`config.mk`:
```
export PLATFORM = sky130hd
export DESIGN_NAME = csi_skew
export DESIGN_NICKNAME = d
export VERILOG_FILES = /design/src/rtl/csi_skew.sv
export SDC_FILE = /design/constraint.sdc
export NUM_CORES = 1
export LEC_CHECK = 0
export BUFFER_PORTS_ARGS = -buffer_cell sky130_fd_sc_hd__buf_2
export CAP_MARGIN = 20
export CORE_MARGIN = 3
export CORE_UTILIZATION = 45
export CTS_CLUSTER_DIAMETER = 30
export CTS_CLUSTER_SIZE = 30
export DETAILED_ROUTE_END_ITERATION = 10
export GPL_ROUTABILITY_DRIVEN = 0
export PLACE_DENSITY_LB_ADDON = 0.15
export SLEW_MARGIN = 20
export SYNTH_ARGS = -nofsm -noshare
export SYNTH_HDL_FRONTEND = slang
export SYNTH_SLANG_ARGS = --single-unit
```
`constraint.sdc`:
```
create_clock -name clk -period 5.1 [get_ports clk]
set_input_delay 0.51 -clock clk [delete_from_list [all_inputs] [get_ports clk]]
set_output_delay 0.51 -clock clk [all_outputs]
set_load 0.05 [all_outputs]
```
`src/rtl/csi_skew.sv`:
```
// Stereo skew injector: splits an aligned stereo stream into two channel streams,
// delaying one channel by a programmable number of clocks through a circular buffer.
module csi_skew #(
    parameter int DW       = 16,
    parameter int MAX_SKEW = 64,
    parameter int SKEW_W   = 7
) (
    input  logic              clk,
    input  logic              rst,
    input  logic              enb,
    input  logic              skew_sel,
    input  logic [SKEW_W-1:0] skew_dly,
    input  logic              sof_in,
    input  logic              vin,
    input  logic [DW-1:0]     d1_in,
    input  logic [DW-1:0]     d2_in,
    output logic              sof1_out,
    output logic              v1_out,
    output logic [DW-1:0]     d1_out,
    output logic              sof2_out,
    output logic              v2_out,
    output logic [DW-1:0]     d2_out,
    output logic [SKEW_W-1:0] skew_act,
    output logic              run
);

    localparam int AW = $clog2(MAX_SKEW);
    localparam int TW = DW + 2;

    localparam logic S_IDLE = 1'b0;
    localparam logic S_RUN  = 1'b1;

    logic              r_state;
    logic [AW-1:0]     r_wr_ptr;
    logic [SKEW_W-1:0] r_prime;
    logic [SKEW_W-1:0] r_skew_act;
    logic              r_sel;
    logic [TW-1:0]     r_ch1;
    logic [TW-1:0]     r_ch2;
    logic [TW-1:0]     r_mem [MAX_SKEW];

    logic              w_entry;
    logic              w_act;
    logic [SKEW_W-1:0] w_dly_clamp;
    logic [SKEW_W-1:0] w_d;
    logic              w_sel;
    logic [SKEW_W-1:0] w_prime;
    logic [AW-1:0]     w_rd_idx;
    logic [TW-1:0]     w_und;
    logic [TW-1:0]     w_dly_in;
    logic [TW-1:0]     w_dly_raw;
    logic [TW-1:0]     w_und_g;
    logic [TW-1:0]     w_dly_g;

    // The entry cycle already uses the freshly requested delay and channel selection.
    assign w_entry     = (r_state == S_IDLE) & enb & sof_in;
    assign w_act       = (r_state == S_RUN) ? enb : w_entry;
    assign w_dly_clamp = (skew_dly > SKEW_W'(MAX_SKEW)) ? SKEW_W'(MAX_SKEW) : skew_dly;
    assign w_d         = w_entry ? w_dly_clamp : r_skew_act;
    assign w_sel       = w_entry ? skew_sel : r_sel;
    assign w_prime     = w_entry ? '0 : r_prime;
    assign w_rd_idx    = r_wr_ptr - w_d[AW-1:0];

    assign w_und    = w_sel ? {sof_in, vin, d2_in} : {sof_in, vin, d1_in};
    assign w_dly_in = w_sel ? {sof_in, vin, d1_in} : {sof_in, vin, d2_in};

    // D=0 bypasses the buffer; otherwise output is blanked until D samples are stored.
    always_comb begin
        w_dly_raw = '0;
        if (w_d == '0) begin
            w_dly_raw = w_dly_in;
        end else if (w_prime >= w_d) begin
            w_dly_raw = r_mem[w_rd_idx];
        end
        w_und_g = w_und;
        if (!w_und[DW]) begin
            w_und_g[DW-1:0] = '0;
        end
        w_dly_g = w_dly_raw;
        if (!w_dly_raw[DW]) begin
            w_dly_g[DW-1:0] = '0;
        end
    end

    always_ff @(posedge clk) begin
        if (w_act) begin
            r_mem[r_wr_ptr] <= w_dly_in;
        end
    end

    always_ff @(posedge clk or posedge rst) begin
        if (rst) begin
            r_state    <= S_IDLE;
            r_wr_ptr   <= '0;
            r_prime    <= '0;
            r_skew_act <= '0;
            r_sel      <= 1'b0;
            r_ch1      <= '0;
            r_ch2      <= '0;
        end else begin
            if (w_entry) begin
                r_skew_act <= w_dly_clamp;
                r_sel      <= skew_sel;
            end
            if (w_act) begin
                r_state  <= S_RUN;
                r_wr_ptr <= r_wr_ptr + 1'b1;
                r_prime  <= (w_prime < w_d) ? w_prime + SKEW_W'(1) : w_prime;
                r_ch1    <= w_sel ? w_dly_g : w_und_g;
                r_ch2    <= w_sel ? w_und_g : w_dly_g;
            end else begin
                r_state <= S_IDLE;
                r_prime <= '0;
                r_ch1   <= '0;
                r_ch2   <= '0;
            end
        end
    end

    assign sof1_out = r_ch1[TW-1];
    assign v1_out   = r_ch1[DW];
    assign d1_out   = r_ch1[DW-1:0];
    assign sof2_out = r_ch2[TW-1];
    assign v2_out   = r_ch2[DW];
    assign d2_out   = r_ch2[DW-1:0];
    assign skew_act = r_skew_act;
    assign run      = (r_state == S_RUN);

endmodule

```
==> flow_metrics.py, run 1 <==
metrics = {
    "outcome": {
        "status": "complete, no violations",
    },
    "placement": {
        "place_hpwl_um": 69000,
        "place_ws_ns": 0.0708,
        "dpl.cell_count": 3690,
        "portBuffers": 88,
    },
    "pwr": {
        "power.density_nw_per_um2": 682,
        "peakVddDrop_mv": 0.484,
        "netSwitchingFraction_pct": 32.6,
        "leakagePower_nw": 19.5,
        "combPwrFrac_pct": 35.5,
        "p_clk_share_pct": 35.3,
        "seqPwrFrac_pct": 29.2,
        "power_mw": 39.8,
        "p_int_mw": 26.8,
        "p_sw_mw": 13.0,
    },
    "detailed_routing": {
        "dr_total_vias": 24000,
        "wl_per_cell_um": 29.7,
        "drt_wl_total_um": 123000,
        "routed_via_density": 5.82,
        "drc": 0,
        "ant_nets": 0,
        "dr.pass1.iters": 5,
        "drt_iter0_drc": 2652,
    },
    "floorplan": {
        "io_pins": 89,
        "die_w_um": 331,
        "die_h_um": 331,
        "core_sq_um": 104000,
        "die_area_sq_um": 109000,
        "start_util_pct": 45.6,
        "row_count": 118,
    },
    "finish": {
        "final_nets": 2616,
        "fill_cells": 7632,
        "areaGrowthSynthToFinish_pct": 22.9,
        "drive_above_1_share_pct": 39.0,
        "fin_cells": 4125,
    },
    "logic_synthesis": {
        "yosysTopAreaCellShare_pct": 72.9,
        "yosysWarnings": 0,
        "synth_area_sq_um": 47400,
        "ys.flop_type": "edfxtp_1",
        "synthDistinctLibCells": 57,
        "synth-seq-cells": 1210,
        "yosysTopAreaCell": "edfxtp_1",
        "yosys-top-cells-area": "edfxtp_1 73%, mux4_2 16%, dfrtp_1 3.1%",
        "synth_edf_count": 1152,
        "yosysSeqAreaShare_pct": 76.0,
        "async_flop_share_pct": 4.79,
        "syn_nets": 2242,
        "avgSynthCellArea_sq_um": 21.7,
        "netlist_instances": 2182,
    },
    "clock_tree": {
        "clock-root-buffer": "clkbuf_16",
        "clkTransAtPathRegs_ns": 0.05,
        "post_cts_resized": 0,
        "cts_tree": "done",
        "cts_buffers": 212,
        "cts.path.max_buffers": 3,
        "h-tree-depth": 4,
        "worstSkewPairLatency_ns": 0.78,
        "clock_sinks": 1210,
    },
    "timing": {
        "final.period_utilization_pct": 93.1,
        "rsz0062_at_grt": "no",
        "worstMarginPinSlew_ns": 1.13,
        "fmax_mhz": 211,
        "period_needed_ns": 4.75,
        "worst_slack_ns": 0.352,
        "setup_tns_ns": 0,
        "whs_ns": 0.0559,
        "skew_ns": 0.0271,
        "hold_viol_final": 0,
        "setup_violations": 0,
        "relSlewSlack_pct": 24.5,
        "slew_violations": 0,
    },
    "grt": {
        "grt_pass1_wl_um": 176000,
        "grt_max_degree": 68,
        "grt_pass1_vias": 24893,
        "antenna_found_initial": 4,
        "grt-ovfl-total": 0,
        "grtUsageTotal_pct": 22.8,
    },
    "job": {
        "drv_cap": 0,
    },
    "setup_path": {
        "cp_max_fo": 31,
        "worstSetupPathType": "reg -> reg",
        "worstPathRequired_ns": 5.72,
        "endpoint_kind": "register",
        "cp-start-kind": "register",
        "cp_data_arrival_time_ns": 5.37,
    },
    "worst_hold_path": {
        "hp-class": "in -> reg",
    },
}
power groups by stage:
stage | Combinational (mW) | Clock (mW) | Sequential, mW
floorplan | 8.87 | 0 | 11.8
global placement | 14.1 | 0 | 11.8
detailed placement | 14.3 | 0 | 11.8
CTS | 14.3 | 14.2 | 11.6
global route | 14.9 | 14.7 | 11.6
finish | 14.1 | 14.0 | 11.6
routing by layer:
layer / vias to the layer above / global-route usage, % / wire, um
met5: - / 0 / 0
met4: 0 / 7.41 / 3150
met3: 180 / 5.93 / 10300
met2: 1100 / 35.5 / 58600
met1: 12784 / 31.8 / 50600
li1: 9936 / - / -
worst max-delay path: stages, from the launching register on:
cell	delay [ns]
dfrtp_1	0.44
nand3b_1	0.33
nand2_1	0.14
o21a_1	0.17
inv_1	0.12
ha_4	0.18
fa_4	0.92
buf_12	0.26
buf_4	0.20
mux4_2	0.29
mux4_2	0.55
mux2_2	0.35
nand2_1	0.09
o21ai_1	0.07
a22oi_1	0.32
o21ai_0	0.13
cells by family after synthesis:
group	after synthesis	synth area share, %
AND/OR/NAND/NOR	304	2.84
buffers and inverters	130	1.44
adder cells (fa/ha/maj)	15	0.412
XOR/XNOR	17	0.369
AO/OA/AOI/OAI	114	1.50
flip-flops	1210	76.0
multiplexers	392	17.4
sequential cells by signal, summed over array words and instances, names as in the netlist:
register / cells
r_mem: 1152
r_ch1: 18
r_ch2: 18
r_prime: 7
skew_act: 7
r_wr_ptr: 6
r_sel: 1
run: 1
final timing paths:
kind	start	end	slack [ns]	cells after the start
worst max-delay path	run	r_ch1[4]	0.35	15
worst min-delay path	d1_in[8]	r_ch1[8]	0.06	3
worst max register to register	run	r_ch1[4]	0.35	15
worst min register to register	skew_act[6]	skew_act[6]	0.60	2
max in group asynchronous	rst	r_ch2[12]	4.03	4
min in group asynchronous	rst	skew_act[6]	0.54	4
layout make-up:
type / instances / area [sq um] / area share [%]
timing repair buffer: 275 / 2150 / 3.69
tap: 1380 / 1730 / 2.96
multi-input combinational: 842 / 11000 / 18.9
clock buffer: 232 / 5490 / 9.41
sequential: 1210 / 36000 / 61.8
inverter: 15 / 56.3 / 0.0966
clock inverter: 169 / 1790 / 3.07
antenna: 2 / 5.00 / 0.00859
layout by cell type (no fill, tap or decap), types with 7 or more instances in the layout:
cell / instances
mux2_2: 16
xnor2_1: 8
a22oi_1: 18
bufinv_16: 25
and2_1: 7
nor2_1: 20
buf_12: 18
edfxtp_1: 1152
clkinvlp_4: 27
dfrtp_1: 58
clkinv_2: 33
dlygate4sd3_1: 32
mux2i_1: 30
buf_4: 137
clkinv_4: 24
o21ai_1: 34
ha_1: 13
inv_1: 13
nand3_1: 17
mux4_2: 346
buf_2: 88
a21oi_1: 10
clkbuf_16: 216
clkbuf_1: 14
nand2_2: 10
o21ai_0: 28
nand2_1: 128
clkinv_1: 25
nand2b_1: 8
nand4_1: 7
inv_6: 27
nor2_2: 56
synthesized netlist by cell type (all sizes together) (5+ instances only):
library cell and n:
a21oi 11, a22oi 18, and2 7, buf 75
clkbuf 40, dfrtp 58, edfxtp 1152, ha 14
inv 15, mux2 16, mux2i 30, mux4 346
nand2 144, nand2b 8, nand3 17, nand4 7
nor2 82, nor3 5, o21ai 62, xnor2 11
xor2 6
metrics by stage:
stage                     util [%]  cell area (sq um)
after detailed placement      48.7              50700
after global placement        48.7              50700
after CTS                     56.0              58300
final                         56.0              58300
after global routing          56.0              58300
after floorplan                  -              47400
timing repair:
action                                 CTS  global route
hold buffers                            32             0
endpoints found under the hold margin   89             0
setup buffers                            0             0
Power figures use the tool's default switching activity.
==> inputs of run 2 (changes only) <==
==> constraint.sdc (replaced) <==
create_clock -name clk -period 6.05 [get_ports clk]
set_input_delay 0.605 -clock clk [delete_from_list [all_inputs] [get_ports clk]]
set_output_delay 0.605 -clock clk [all_outputs]
set_load 0.05 [all_outputs]
==> run 2 against run 1 <==
Utilization fell by 1.1 points. Maximum frequency is 16% lower. Critical endpoint is now r_ch1[17]. Setup slack improved by 0.048 ns. Final cell count decreased by 2.7%. Hold slack better by 0.024 ns. Non-clock buffer count is 76 lower. Clock-buffer cell count down 10. Sequential power shrank 16%. Sequential share of layout area rose by 1.2 points. First-iteration DRC count is 4.3% lower. Wire length fell by 3.2%.
==> flow_metrics.py, run 2 (same netlist as run 1, synthesis figures left out) <==
metrics = {
    "grt": {
        "grt_max_degree": 76,
        "antenna_found_initial": 6,
        "grt_busiest_layer": "met2",
        "grt_pass1_wl_um": 171000,
        "grtUsageTotal_pct": 22.1,
        "grt_pass1_vias": 24267,
        "grtUsageMet3_pct": 4.46,
        "grt_use_met2_pct": 34.9,
        "grt-ovfl-total": 0,
        "use_met1_pct": 31.6,
    },
    "finish": {
        "fill_cells": 7844,
        "largest_register_ffs": 1152,
        "areaGrowthSynthToFinish_pct": 20.5,
        "final_common_cell": "edfxtp_1",
        "fin_area_sq_um": 57200,
        "largest-register": "r_mem",
        "drive_above_1_share_pct": 37.7,
        "layout_common_cells": "1152 x edfxtp_1, 346 x mux4_2, 199 x clkbuf_16, 128 x nand2_1, 95 x buf_4",
        "final_nets": 2524,
        "reg_top3": "r_mem: 1152 flops, r_ch1: 18 flops, r_ch2: 18 flops",
    },
    "detailed_routing": {
        "wl_per_cell_um": 29.6,
        "drt_iter0_drc": 2537,
        "drc": 0,
        "dr.pass1.iters": 6,
        "ant_nets": 0,
        "dr_total_vias": 23369,
        "routed_via_density": 5.82,
        "drt_wl_total_um": 119000,
    },
    "clock_tree": {
        "clock-root-buffer": "clkbuf_16",
        "cts_setup_buffers": 0,
        "cts.path.max_buffers": 3,
        "cts_tree": "done",
        "holdBufCountCts": 0,
        "worstSkewPairLatency_ns": 0.75,
        "clock_sinks": 1210,
        "h-tree-depth": 4,
        "cts_buffers": 196,
        "clkTransAtPathRegs_ns": 0.05,
    },
    "placement": {
        "place_hpwl_um": 66300,
        "placed_cell_area_sq_um": 50400,
        "portBuffers": 88,
        "place_ws_ns": 0.133,
    },
    "job": {
        "drv_cap": 0,
    },
    "setup_path": {
        "cp_top_family": "compound AO/OA/AOI/OAI gates",
        "cp_data_arrival_time_ns": 6.32,
        "slowest_delay_ns": 1.23,
        "cp-start-kind": "register",
        "crit_buf_inv": 4,
        "critPathMostFrequentCell": "a311oi_1",
        "worstPathRequired_ns": 6.72,
        "cp_cell_sequence": "nand3b_1 -> buf_4 -> a21oi_1 -> inv_1 -> fa_4 -> buf_6 -> mux4_2 -> nand2_1 -> and3_1 -> a311oi_1 -> a311oi_1 -> a311oi_1 -> buf_4 -> mux2i_1 -> o22ai_1",
        "worstSetupPathType": "reg -> reg",
        "cpMaxStageDelayCell": "fa_4",
        "endpoint_kind": "register",
        "cp_max_fo": 35,
    },
    "floorplan": {
        "die_w_um": 331,
        "core_sq_um": 104000,
        "die_h_um": 331,
        "row_count": 118,
        "start_util_pct": 45.6,
        "die_area_sq_um": 109000,
        "io_pins": 89,
    },
    "pwr": {
        "power.density_nw_per_um2": 571,
        "peakVddDrop_mv": 0.568,
        "leakagePower_nw": 18.9,
        "power_mw": 32.6,
    },
    "timing": {
        "relSlewSlack_pct": 28.9,
        "final.period_utilization_pct": 93.4,
        "fmax_mhz": 177,
        "worstMarginPinSlew_ns": 1.06,
        "setup_tns_ns": 0,
        "period_needed_ns": 5.65,
        "slew_violations": 0,
        "setup_violations": 0,
        "worst_slack_ns": 0.400,
        "skew_ns": 0.0298,
        "whs_ns": 0.0801,
        "hold_viol_final": 0,
        "rsz0062_at_grt": "no",
    },
    "outcome": {
        "status": "complete, no violations",
    },
    "worst_hold_path": {
        "hp-class": "in -> async",
    },
}
==> run 2: cell count changes in the layout (fill, tap and decap cells not counted), moves of 7 or more <==
cell           delta
clkinv_4          -8
nor2_2           -15
clkbuf_1          +7
clkinv_2          -7
clkbuf_16        -17
clkinv_1         -12
dlygate4sd3_1    -32
buf_4            -42
nor2_4           +15
==> run 2: final timing paths <==
kind,startpoint,endpoint,slack [ns],cells after the start
worst max-delay path,run,r_ch1[17],0.40,15
worst min-delay path,rst,skew_act[4],0.08,3
worst max register to register,run,r_ch1[17],0.40,15
worst min register to register,skew_act[6],skew_act[6],0.61,2
max in group asynchronous,rst,r_ch2[9],5.42,3
min in group clk,d1_in[4],r_ch1[4],0.08,3
==> run 2: report_power, final <==
part	internal (mW)	switching (mW)	total [mW]
combinational	5.05	6.57	11.6
clock	7.28	3.92	11.2
sequential	9.68	0.127	9.80
==> run 2: metrics by stage <==
| step | cells | util, % |
|---|---|---|
| floorplan | 2182 | - |
| global placement | 3643 | 48.3 |
| detailed placement | 3646 | 48.4 |
| CTS | 4008 | 54.9 |
| global route | 4008 | 54.9 |
| finish | 4012 | 54.9 |
==> run 2: cell type report <==
| cell class | count | area (sq um) | area share [%] |
|---|---|---|---|
| Antenna cell | 4 | 10.0 | 0.0175 |
| Clock buffer | 222 | 5090 | 8.90 |
| Clock inverter | 140 | 1670 | 2.92 |
| Inverter | 15 | 56.3 | 0.0985 |
| Multi-Input combinational cell | 842 | 11100 | 19.4 |
| Sequential cell | 1210 | 36000 | 63.1 |
| Tap cell | 1380 | 1730 | 3.02 |
| Timing Repair Buffer | 199 | 1480 | 2.59 |
==> run 2: worst reg2reg max path, cell delays in order, from the launching register on <==
cell and delay [ns]:
dfrtp_1 0.42, nand3b_1 0.41, buf_4 0.29, a21oi_1 0.43, inv_1 0.16, fa_4 1.23
buf_6 0.44, mux4_2 0.30, nand2_1 0.05, and3_1 0.17, a311oi_1 0.66, a311oi_1 0.11
a311oi_1 0.46, buf_4 0.21, mux2i_1 0.07, o22ai_1 0.16
==> run 2: routing by layer <==
metal,wire length [um],part of all wire (%)
met5,12,0.010
met4,2550,2.1
met3,8780,7.4
met2,57300,48
met1,50100,42
==> run 2: timing repair <==
item | in CTS | in global routing
endpoints found under the setup margin | 0 | 2
hold endpoints to repair | 0 | 0
resized for setup | 0 | 1
